--- src/rtl/shift_pkg.sv ---
// Shared definitions for the shift sequencer slice.
//   state_t            : sequencer FSM states
//   DIR_LEFT/DIR_RIGHT : shift direction encodings
package shift_pkg;

    typedef enum logic [1:0] {
        IDLE  = 2'd0,
        SHIFT = 2'd1,
        DONE  = 2'd2
    } state_t;

    localparam logic DIR_LEFT  = 1'b0;
    localparam logic DIR_RIGHT = 1'b1;

endpackage

--- src/rtl/bidir_shift_core.sv ---
// Bidirectional N-bit shift register with parallel load.
// Ports:
//   clk, reset : clock, synchronous active-high reset
//   load       : load_data -> q this edge (wins over shift_en)
//   load_data  : parallel load value
//   shift_en   : perform one single-bit shift this edge
//   dir        : DIR_LEFT (ser_in -> bit0) / DIR_RIGHT (ser_in -> bit N-1)
//   ser_in     : bit shifted in
//   q          : register contents
module bidir_shift_core
    import shift_pkg::*;
#(
    parameter int N = 8
) (
    input  logic         clk,
    input  logic         reset,
    input  logic         load,
    input  logic [N-1:0] load_data,
    input  logic         shift_en,
    input  logic         dir,
    input  logic         ser_in,
    output logic [N-1:0] q
);

    logic [N-1:0] r_q;

    always_ff @(posedge clk) begin
        if (reset) begin
            r_q <= '0;
        end else if (load) begin
            r_q <= load_data;
        end else if (shift_en) begin
            if (dir == DIR_RIGHT) begin
                r_q <= {ser_in, r_q[N-1:1]};
            end else begin
                r_q <= {r_q[N-2:0], ser_in};
            end
        end
    end

    assign q = r_q;

endmodule

--- src/rtl/shift_sequencer.sv ---
// Command-driven sequencer for a bidirectional shift register.
// One command per cmd_valid/cmd_ready handshake: optional load, direction and
// a shift count (clamped to N); shifts then run one per clock, bits stream out
// on ser_out, and done pulses once on completion. abort cancels a running
// command, leaving the partially shifted contents in place.
//
//   state | meaning
//   IDLE  | ready for a command
//   SHIFT | one shift per edge until the counter reaches zero
//   DONE  | one-cycle completion pulse, no handshake accepted
//
// Ports:
//   clk, reset                      : clock, synchronous active-high reset
//   cmd_valid/cmd_ready             : command handshake
//   cmd_load, cmd_data              : optional parallel load at handshake
//   cmd_dir, cmd_count              : direction, number of shifts
//   abort                           : cancel command while shifting
//   ser_in / ser_out                : serial in, outgoing bit (combinational)
//   shift_active, busy, done        : status
//   data_out                        : register contents
module shift_sequencer #(
    parameter int N     = 8,
    parameter int CNT_W = $clog2(N + 1)
) (
    input  logic             clk,
    input  logic             reset,
    input  logic             cmd_valid,
    output logic             cmd_ready,
    input  logic             cmd_load,
    input  logic             cmd_dir,
    input  logic [CNT_W-1:0] cmd_count,
    input  logic [N-1:0]     cmd_data,
    input  logic             abort,
    input  logic             ser_in,
    output logic             ser_out,
    output logic             shift_active,
    output logic             busy,
    output logic             done,
    output logic [N-1:0]     data_out
);

    import shift_pkg::*;

    localparam logic [CNT_W-1:0] N_CNT = CNT_W'(N);

    state_t           r_state;
    state_t           w_state_nxt;
    logic [CNT_W-1:0] r_cnt;
    logic             r_dir;
    logic [CNT_W-1:0] w_cnt_clamp;
    logic             w_hs;
    logic             w_dir_eff;
    logic [N-1:0]     w_q;

    assign w_cnt_clamp = (cmd_count > N_CNT) ? N_CNT : cmd_count;

    always_ff @(posedge clk) begin
        if (reset) begin
            r_state <= IDLE;
        end else begin
            r_state <= w_state_nxt;
        end
    end

    always_comb begin
        w_state_nxt  = r_state;
        cmd_ready    = 1'b0;
        shift_active = 1'b0;
        busy         = 1'b1;
        done         = 1'b0;
        w_hs         = 1'b0;
        case (r_state)
            IDLE: begin
                cmd_ready = 1'b1;
                busy      = 1'b0;
                w_hs      = cmd_valid;
                if (cmd_valid) begin
                    w_state_nxt = (w_cnt_clamp != '0) ? SHIFT : DONE;
                end
            end
            SHIFT: begin
                // an aborting cycle performs no shift, so it is not "active"
                shift_active = ~abort;
                if (abort) begin
                    w_state_nxt = IDLE;
                end else if (r_cnt == CNT_W'(1)) begin
                    w_state_nxt = DONE;
                end
            end
            DONE: begin
                done        = 1'b1;
                w_state_nxt = IDLE;
            end
            default: begin
                w_state_nxt = IDLE;
            end
        endcase
    end

    // remaining-shift down-counter and latched direction
    always_ff @(posedge clk) begin
        if (reset) begin
            r_cnt <= '0;
            r_dir <= DIR_LEFT;
        end else if (w_hs) begin
            r_cnt <= w_cnt_clamp;
            r_dir <= cmd_dir;
        end else if (r_state == SHIFT) begin
            if (abort) begin
                r_cnt <= '0;
            end else begin
                r_cnt <= r_cnt - CNT_W'(1);
            end
        end
    end

    bidir_shift_core #(.N(N)) u_core (
        .clk       (clk),
        .reset     (reset),
        .load      (w_hs & cmd_load),
        .load_data (cmd_data),
        .shift_en  (shift_active),
        .dir       (r_dir),
        .ser_in    (ser_in),
        .q         (w_q)
    );

    // in IDLE the latched dir is stale; preview the bit for the offered command
    assign w_dir_eff = (r_state == IDLE) ? cmd_dir : r_dir;
    assign ser_out   = (w_dir_eff == DIR_RIGHT) ? w_q[0] : w_q[N-1];
    assign data_out  = w_q;

endmodule

--- config.mk ---
export PLATFORM = sky130hd
export DESIGN_NAME = shift_sequencer
export DESIGN_NICKNAME = d
export VERILOG_FILES = /design/src/rtl/shift_pkg.sv /design/src/rtl/bidir_shift_core.sv /design/src/rtl/shift_sequencer.sv
export SDC_FILE = /design/constraint.sdc
export NUM_CORES = 1
export LEC_CHECK = 0
export BUFFER_PORTS_ARGS = -buffer_cell sky130_fd_sc_hd__buf_4
export CELL_PAD_IN_SITES_DETAIL_PLACEMENT = 1
export CELL_PAD_IN_SITES_GLOBAL_PLACEMENT = 2
export CORE_ASPECT_RATIO = 1.4
export CORE_MARGIN = 4
export CORE_UTILIZATION = 32
export DETAILED_ROUTE_END_ITERATION = 10
export MAX_ROUTING_LAYER = met4
export PLACE_DENSITY = 0.84
export REMOVE_ABC_BUFFERS = 1
export SYNTH_ARGS = -nofsm -noshare
export SYNTH_HDL_FRONTEND = slang
export SYNTH_SLANG_ARGS = --single-unit
--- constraint.sdc ---
create_clock -name clk -period 4.4 [get_ports clk]
set_input_delay 0.88 -clock clk [delete_from_list [all_inputs] [get_ports clk]]
set_output_delay 0.88 -clock clk [all_outputs]
set_load 0.02 [all_outputs]
==> results by group, run 1 <==
Drt
  – Met1 Wirelength: 1.21 mm
  – Drt total wl: 2.89 mm
  – Met3 wire length: 117 um
  – TritonRoute pass-1 iters: 4
  – WL/cell: 17.3 um
  – Routed wl met2: 1.51 mm
  – Uppermost routed layer: met4
  – DRT antenna net count: 0
  – Residual DRC: 0
  – Number of DRC markers in iteration 0: 21
  – Via count: 930
  – DR vias/cell: 5.57

GRT
  – First-pass GRT wire length: 4.93 mm
  – Largest net degree at the start of global routing: 18
  – GRT Overall Usage: 0.156
  – Vias in the first global route: 1040
  – Initial antenna violation count: 0
  – GR Overflow Total: 0

Min path
  – Hold Path Origin: u_core.q[1]$_SDFFE_PP0P_
  – Worst Hold Class: reg2reg

Clocking
  – Later-pin clock latency in the skew report: 0.25 ns
  – Hold Buf Count CTS: 0
  – Clock Sinks: 15
  – CTS tree: done
  – Maximum root-to-sink buffer count: 2
  – Num CTS Buffers: 3
  – CTS resizes: 0
  – CTS root buffer: clkbuf_8
  – # Post-CTS Setup Buffers: 0
  – Clock-pin slew of the registers on the worst-case setup and hold paths: 0.06 ns
  – H-tree depth: 1

Synth
  – Unique cell type count in the Yosys netlist: 34
  – Cells after synthesis: 104
  – Mapped Area: 1020 um2
  – Dominant cells by area after synthesis: dfxtp_1 30%, mux2_2 10%, a22oi_2 9.9%
  – Synth async-reset ratio: 0
  – Post-synth top area share: 0.296
  – Register area share after synthesis: 0.296
  – Syn avg cell area: 9.77 um2
  – Most instantiated cells after synthesis: 15 x dfxtp_1, 9 x a21oi_2, 9 x mux2_2
  – EDFF count, synth: 0
  – Leading area contributor after synthesis: dfxtp_1
  – Count leader, synth: dfxtp_1
  – Yosys warning total: 0
  – Number of synthesized register bits: 15
  – Prevailing post-synth register cell: dfxtp_1

Critical path
  – Worst path cell trace: buf_4, or3b_1, clkinv_4, buf_4
  – Worst Path Required: 3.52 ns
  – Worst Setup SP: abort
  – Crit-path slowest cell: or3b_1
  – Top delay family on crit path: simple AND/OR/NAND/NOR gates
  – CP Capture Type: output port
  – Worst setup SP type: input port
  – CP max FO: 11
  – Buffers & Inverters on Critical Path: 3
  – Max stage delay on crit path: 0.53 ns
  – Most frequent CP cell: buf_4
  – Crit Path Category: in2out
  – Arrival time worst endpoint: 1.92 ns
  – Reg-to-Reg Start: r_state[1]$_SDFFE_PP0P_

Timing
  – Slew @ Worst Pin: 1.21 ns
  – RSZ-0062 raised after global routing: no
  – Final Hold Vio Count: 0
  – Min Clock Period, post-route: 2.80 ns
  – Final setup viols: 0
  – Fin crit share: 0.635
  – Slew Limit Fails: 0
  – Maximum clock rate: 358 MHz
  – Final clock skew: 0.00257 ns
  – Fin Setup TNS: 0 ns
  – Slew margin rel.: 0.184

Floorplan
  – Std cell rows: 23
  – DIE HEIGHT: 74.7 um
  – Die ar.: 4150 um2
  – Die Wd: 55.6 um
  – Core area: 2960 um2
  – IO Pins: 32
  – Initial Util: 0.343

Final layout
  – Multi-input logic area: 632 um2
  – Fin nets: 152
  – Ant. Diodes: 0
  – Synth-to-Final Area Change: 25.6%
  – Reg area: 300 um2
  – FILL cells: 360
  – Ratio of cells with drive above 1 in the final layout: 0.492

Power and ir drop
  – Pwr Density: 294 nW/um2
  – Pleak: 0.506 nW
  – VDD IR max: 0.145 mV
  – Tot Pwr: 375 uW

Status
  – Outcome: complete, no violations

Place
  – Gpl congestion: 0.807
  – Hpwl dp: 2.24 mm
  – PortBufs: 31

Job
  – Max capacitance violation total: 0
## registers in the layout, indices dropped and copies added, names as in the netlist
name      cells
r_state       2
u_core.q      8
r_cnt         4
r_dir         1
## placed cells by master (no fill, tap or decap), types with 2 or more instances in the layout
cell,instances
dfxtp_1,15
a21o_1,2
or3b_1,2
nand3_1,8
nor3_1,3
inv_1,3
ha_1,2
mux2i_1,2
clkbuf_8,3
a22oi_2,8
o31a_1,4
a21oi_1,5
nor4_1,2
a21oi_2,9
nand2b_1,5
nor2_1,4
mux2_2,9
buf_4,31
## stage by stage
step | setup slack, ns | instances | cell area [um2] | utilization | hold slack (ns)
after floorplan | 1.94 | 95 | 946 | - | 0.534
after global routing | 1.55 | 167 | 1280 | 0.431 | 0.578
after CTS | 1.60 | 167 | 1280 | 0.431 | 0.548
after detailed placement | 1.60 | 163 | 1230 | 0.415 | 0.526
after global placement | 1.64 | 163 | 1230 | 0.415 | 0.539
final | 1.60 | 167 | 1280 | 0.431 | 0.540
## cell type report
type / instances / area share
sequential: 15 / 0.235
multi-input combinational: 76 / 0.495
inverter: 4 / 0.0157
tap: 37 / 0.0363
timing repair buffer: 31 / 0.182
clock buffer: 4 / 0.0353
## report_power, final
group | total (mW) | internal, mW | leakage (nW) | switching [mW]
Sequential | 0.161 | 0.146 | 0.123 | 0.0155
Clock | 0.112 | 0.0641 | 0.0228 | 0.0479
Combinational | 0.102 | 0.0502 | 0.361 | 0.0517
Total | 0.375 | 0.260 | 0.506 | 0.115
## metal layers
metal  global-route usage  vias up
met5                    -        -
met2                0.288       31
li1                     -      442
met1                0.169      451
met3               0.0154        6
met4               0.0730        0
## cells by family after synthesis
group,Yosys count,share of synthesized area
simple gates,31,0.190
mux,11,0.119
flops,15,0.296
buf+inv,13,0.0887
compound gates,32,0.282
fa+ha+maj,2,0.0246
## worst paths after layout
path                         endpoint  slack (ns)  cells past startpoint
max                      shift_active        1.60                      4
min          u_core.q[1]$_SDFFE_PP0P_        0.54                      2
max reg2reg  u_core.q[3]$_SDFFE_PP0P_        2.48                      3
min reg2reg  u_core.q[1]$_SDFFE_PP0P_        0.54                      2
## worst reg2reg max path, stage by stage, from the launching register on
cell and delay, ns:
dfxtp_1 0.41, nor4bb_2 1.07, a22oi_2 0.21, a21oi_2 0.16
Power figures use the tool's default switching activity.
==> run 2: changes to the inputs <==
- CORE_UTILIZATION: 32 -> 27
- PLACE_DENSITY: 0.84 -> 0.76
- clock period: 4.4 -> 2.5 ns (I/O delays scaled with it)
==> results by group, run 2 (synthesis results as in run 1) <==
Final layout
  – Fin util: 0.354 (-0.0765)
  – Most frequent cells in the layout: 32 x buf_4, 15 x dfxtp_1, 9 x mux2_2, 9 x a21oi_2
  – Fin cells: 173 (+3.6%)
  – Commonest non-fill, non-tap cell in the layout: buf_4
  – Final instance area: 1290 um2 (+1.1%)
  – Fin nets: 153 (+0.66%)
  – Ant. Diodes: 0 (unchanged)
  – Ratio of cells with drive above 1 in the final layout: 0.496 (+0.00388)
  – Max reg flops: 8 (unchanged)
  – Synth-to-Final Area Change: 27.0%

Place
  – Post-DP Area: 1240 um2 (+1.1%)
  – PortBufs: 31 (unchanged)
  – Inst Count DP: 169 (+3.7%)
  – Hpwl dp: 2.22 mm (-1.0%)
  – Gpl congestion: 0.775 (-4.0%)

Timing
  – RSZ-0062 raised after global routing: no
  – Fin crit share: 0.890
  – Min Clock Period, post-route: 2.22 ns
  – Slew Limit Fails: 0 (unchanged)
  – Slew @ Worst Pin: 0.497 ns (-0.710 ns)
  – Fin Setup TNS: 0 ns (unchanged)
  – Slew margin rel.: 0.667 (+0.483)
  – Final setup viols: 0 (unchanged)
  – Final clock skew: 0.00331 ns (+0.000747 ns)
  – Final Hold Vio Count: 0 (unchanged)
  – Maximum clock rate: 450 MHz

Power and ir drop
  – Tot Pwr: 655 uW (+75%)
  – Logic pwr share: 0.277 (+0.005)
  – Internal power: 459 uW (+76%)
  – VDD IR max: 0.186 mV (+28%)
  – Pleak: 0.512 nW (+1.0%)
  – Pwr Density: 508 nW/um2 (+73%)
  – Seq pwr share: 0.430 (about the same)
  – Net switching power: 196 uW (+70%)
  – Sw frac: 0.299 (-0.00742)
  – Share of total power in the clock network: 0.293 (-0.006)

Floorplan
  – DIE HEIGHT: 80.6 um (+7.9%)
  – Die ar.: 4820 um2 (+16%)
  – Std cell rows: 26 (+13%)
  – Initial Util: 0.279 (-0.0639)
  – IO Pins: 32 (unchanged)
  – Core area: 3640 um2 (+23%)
  – Die Wd: 59.8 um (+7.6%)

Critical path
  – Buffers & Inverters on Critical Path: 2 (-1)
  – CP max FO: 11 (unchanged)
  – Crit Path Category: reg2out
  – Worst Path Required: 2.00 ns (-1.52 ns)
  – Worst Setup SP: r_state[0]$_SDFFE_PP0P_
  – Worst path cell trace: or3b_1, clkinv_4, buf_4
  – Worst setup SP type: flop
  – CP Capture Type: output port
  – Reg-to-Reg Start: r_state[0]$_SDFFE_PP0P_
  – Crit-path slowest cell: or3b_1
  – Critical Path End: shift_active
  – Levels on crit path: 3 (-1)
  – Arrival time worst endpoint: 1.72 ns (-0.20 ns)
  – Reg2reg path depth: 4 (+1)
  – Top delay family on crit path: simple AND/OR/NAND/NOR gates
  – Max stage delay on crit path: 0.57 ns (+0.04 ns)
  – R2R setup slack: 0.84 ns (-1.64 ns)
  – Reg2Reg Capture Point: r_state[1]$_SDFFE_PP0P_

Clocking
  – H-tree depth: 1 (unchanged)
  – Maximum root-to-sink buffer count: 2 (unchanged)
  – CTS tree: done
  – CTS resizes: 0 (unchanged)
  – # Post-CTS Setup Buffers: 0 (unchanged)
  – Clock Sinks: 15 (unchanged)
  – Num CTS Buffers: 3 (unchanged)
  – CTS root buffer: clkbuf_8
  – Hold Buf Count CTS: 0 (unchanged)
  – Clock-pin slew of the registers on the worst-case setup and hold paths: 0.06 ns (about the same)
  – Later-pin clock latency in the skew report: 0.24 ns (about the same)

Min path
  – Hold Path Origin: cmd_dir
  – Worst Hold Class: in2reg

GRT
  – GRT Overall Usage: 0.128 (-0.0280)
  – Initial antenna violation count: 0 (unchanged)
  – Largest net degree at the start of global routing: 18 (unchanged)
  – GR Overflow Total: 0 (unchanged)
  – Vias in the first global route: 1039 (-0.096%)
  – First-pass GRT wire length: 4.63 mm (-6.2%)

Drt
  – Residual DRC: 0 (unchanged)
  – TritonRoute pass-1 iters: 4 (unchanged)
  – Number of DRC markers in iteration 0: 10 (-52%)
  – Drt total wl: 2.74 mm (-5.3%)
  – WL/cell: 15.8 um (-8.5%)
  – DRT antenna net count: 0 (unchanged)
  – Via count: 933 (+0.32%)
  – DR vias/cell: 5.39 (-3.2%)

Job
  – Max capacitance violation total: 0 (unchanged)

Status
  – Outcome: complete, no violations
run 2: cell count changes in the layout (fill, tap and decap cells not counted), sizes merged:
cell  before  now
buf       31   32
run 2: final cells by class:
class                      count  area [um2]
inverter                       4        20.0
clock buffer                   4        45.0
timing repair buffer          32         240
sequential                    15         300
fill                         445        2350
tap                           42        52.6
multi-input combinational     76         632
run 2: worst reg2reg max path, delay by kind of cell (launching register included):
kind	cells	cell delay [ns]
AOI/OAI and AO/OA	1	0.12
and+or+nand+nor	2	0.75
DFF	1	0.53
buffers and inverters	1	0.20
run 2: metal layers:
metal / share of wire / vias up / GRT usage
li1: - / 440 / -
met1: 0.42 / 456 / 0.143
met2: 0.51 / 33 / 0.223
met3: 0.056 / 4 / 0.0193
met4: 0.011 / 0 / 0.0488
met5: 0 / - / -
run 2: per-stage QoR:
stage	setup slack, ns	hold slack (ns)
2_1_floorplan	0.417	0.534
3_3_place_gp	0.485	0.531
3_5_place_dp	0.474	0.514
4_1_cts	0.274	0.524
5_1_grt	0.202	0.543
6_report	0.275	0.516
run 2: worst min-delay path by stage:
| stage | to | slack, ns | depth (start not counted) |
|---|---|---|---|
| after global routing | u_core.q[3]$_SDFFE_PP0P_ | 0.54 | 3 |
| after global placement | u_core.q[6]$_SDFFE_PP0P_ | 0.53 | 2 |
| after CTS | r_dir$_SDFFE_PP0P_ | 0.52 | 3 |
| final | r_dir$_SDFFE_PP0P_ | 0.52 | 3 |
| after floorplan | r_cnt[2]$_SDFFE_PP0P_ | 0.53 | 2 |
| after detailed placement | u_core.q[6]$_SDFFE_PP0P_ | 0.51 | 2 |
run 2: power by group through the flow:
stage / sequential (mW) / combinational [mW] / clock (mW)
2_1_floorplan: 0.288 / 0.101 / 0
3_3_place_gp: 0.287 / 0.180 / 0
3_5_place_dp: 0.287 / 0.183 / 0
4_1_cts: 0.282 / 0.184 / 0.199
5_1_grt: 0.286 / 0.199 / 0.209
6_report: 0.282 / 0.181 / 0.192
==> run 3: changes to the inputs <==
- CORE_UTILIZATION: 27 -> 32
- PLACE_DENSITY: 0.76 -> 0.84
- SETUP_SLACK_MARGIN: not set -> 0.15
- clock period: 2.5 -> 2.8 ns (I/O delays scaled with it)
==> results by group, run 3 (synthesis results as in run 1) <==
Status
  – Outcome: complete, no violations

Timing
  – Fin crit share: 0.819
  – Final setup viols: 0 (unchanged)
  – Worst hold slack: 0.538 ns (+0.0216 ns)
  – Maximum clock rate: 436 MHz
  – RSZ-0062 raised after global routing: no
  – Final Hold Vio Count: 0 (unchanged)
  – Slew @ Worst Pin: 0.494 ns (-0.00358 ns)
  – Final clock skew: 0.000654 ns (-0.00266 ns)
  – Fin Setup TNS: 0 ns (unchanged)
  – Slew Limit Fails: 0 (unchanged)
  – Min Clock Period, post-route: 2.29 ns
  – Slew margin rel.: 0.669 (+0.00240)
  – Final WS setup: 0.508 ns (+0.232 ns)

GRT
  – GRT busiest layer: met2
  – Met3 usage: 0.0343 (+0.0150)
  – Met1 Use GR: 0.166 (+0.0226)
  – Largest net degree at the start of global routing: 18 (unchanged)
  – GRT Overall Usage: 0.146 (+0.0183)
  – Initial antenna violation count: 0 (unchanged)
  – Vias in the first global route: 973 (-6.4%)
  – Met2 Track Usage GR: 0.251 (+0.0284)
  – GR Overflow Total: 0 (unchanged)
  – First-pass GRT wire length: 4.70 mm (+1.5%)

Floorplan
  – Initial Util: 0.343 (+0.0639)
  – Core area: 2960 um2 (-19%)
  – Std cell rows: 23 (-12%)
  – Die ar.: 4150 um2 (-14%)
  – Die Wd: 55.6 um (-7.1%)
  – DIE HEIGHT: 74.7 um (-7.3%)
  – IO Pins: 32 (unchanged)

Drt
  – TritonRoute pass-1 iters: 4 (unchanged)
  – WL/cell: 16.6 um (+4.8%)
  – DR vias/cell: 5.52 (+2.3%)
  – Drt total wl: 2.79 mm (+1.8%)
  – DRT antenna net count: 0 (unchanged)
  – Residual DRC: 0 (unchanged)
  – Via count: 927 (-0.64%)
  – Number of DRC markers in iteration 0: 14 (+4)

Final layout
  – Fin cells: 168 (-2.9%)
  – Most frequent cells in the layout: 32 x buf_4, 15 x dfxtp_1, 9 x mux2_2, 9 x a21oi_2
  – Commonest non-fill, non-tap cell in the layout: buf_4
  – Ant. Diodes: 0 (unchanged)
  – Multi-input logic area: 632 um2 (unchanged)
  – Fin nets: 153 (unchanged)
  – Ratio of cells with drive above 1 in the final layout: 0.496 (unchanged)
  – Reg area: 300 um2 (unchanged)
  – FILL cells: 365 (-18%)
  – Max reg flops: 8 (unchanged)
  – Synth-to-Final Area Change: 26.4%

Critical path
  – Crit Path Category: reg2out
  – Reg2reg path depth: 4 (unchanged)
  – Reg2Reg Capture Point: r_state[1]$_SDFFE_PP0P_
  – Arrival time worst endpoint: 1.73 ns (about the same)
  – Critical Path End: shift_active
  – CP max FO: 11 (unchanged)
  – Worst Setup SP: r_state[0]$_SDFFE_PP0P_
  – CP Capture Type: output port
  – Worst Path Required: 2.24 ns (+0.24 ns)
  – Reg-to-Reg Start: r_state[0]$_SDFFE_PP0P_
  – R2R setup slack: 1.19 ns (+0.35 ns)
  – Worst setup SP type: flop

Clocking
  – CTS root buffer: clkbuf_8
  – H-tree depth: 1 (unchanged)
  – Maximum root-to-sink buffer count: 2 (unchanged)
  – CTS resizes: 0 (unchanged)
  – Clock-pin slew of the registers on the worst-case setup and hold paths: 0.06 ns (about the same)
  – Clock Sinks: 15 (unchanged)
  – # Post-CTS Setup Buffers: 0 (unchanged)
  – Num CTS Buffers: 3 (unchanged)
  – Hold Buf Count CTS: 0 (unchanged)
  – CTS tree: done
  – Later-pin clock latency in the skew report: 0.24 ns (about the same)

Power and ir drop
  – Tot Pwr: 588 uW (-10%)
  – Pwr Density: 458 nW/um2 (-9.8%)
  – Pleak: 0.512 nW (unchanged)
  – VDD IR max: 0.241 mV (+30%)

Place
  – PortBufs: 31 (unchanged)
  – Gpl congestion: 0.795 (+2.6%)
  – Place WS: 0.643 ns (+0.169 ns)
  – Hpwl dp: 2.22 mm (-0.10%)
  – Inst Count DP: 164 (-3.0%)

Min path
  – Worst Hold Class: reg2reg

Job
  – Max capacitance violation total: 0 (unchanged)
[run 3: worst max-delay path, stage by stage (launching register included)]
cell	delay, ns
dfxtp_1	0.54
or3b_1	0.58
clkinv_4	0.20
buf_4	0.17
[run 3: worst min-delay path by stage]
stage | end | slack (ns) | depth (start not counted) | start
2_1_floorplan | r_cnt[2]$_SDFFE_PP0P_ | 0.53 | 2 | r_cnt[2]$_SDFFE_PP0P_
6_report | u_core.q[1]$_SDFFE_PP0P_ | 0.54 | 2 | u_core.q[1]$_SDFFE_PP0P_
3_3_place_gp | u_core.q[6]$_SDFFE_PP0P_ | 0.53 | 2 | u_core.q[6]$_SDFFE_PP0P_
3_5_place_dp | u_core.q[6]$_SDFFE_PP0P_ | 0.53 | 2 | u_core.q[6]$_SDFFE_PP0P_
4_1_cts | u_core.q[1]$_SDFFE_PP0P_ | 0.53 | 2 | u_core.q[1]$_SDFFE_PP0P_
5_1_grt | u_core.q[6]$_SDFFE_PP0P_ | 0.56 | 2 | u_core.q[6]$_SDFFE_PP0P_
[run 3: final cells by class]
class / instances / area share
inverters: 4 / 0.0156
multi-input cells: 76 / 0.492
repair buffers: 32 / 0.187
flip-flops and latches: 15 / 0.234
clock buffers: 4 / 0.0351
well taps: 37 / 0.0361
[run 3: power breakdown]
part	switching (mW)	total, mW	leakage, nW	internal [mW]
sequential	0.0238	0.253	0.123	0.229
clock	0.0735	0.174	0.0228	0.101
combinational	0.0811	0.161	0.366	0.0799
[run 3: layer usage]
layer | vias up | share of wire
met1 | 444 | 0.41
met4 | 0 | 0.017
li1 | 442 | -
met2 | 35 | 0.51
met3 | 6 | 0.070
met5 | - | 0
[run 3: through the flow]
step / instance area, um2 / util
global placement: 1240 / 0.418
floorplan: 946 / -
CTS: 1280 / 0.433
detailed placement: 1240 / 0.418
global route: 1280 / 0.433
finish: 1280 / 0.433
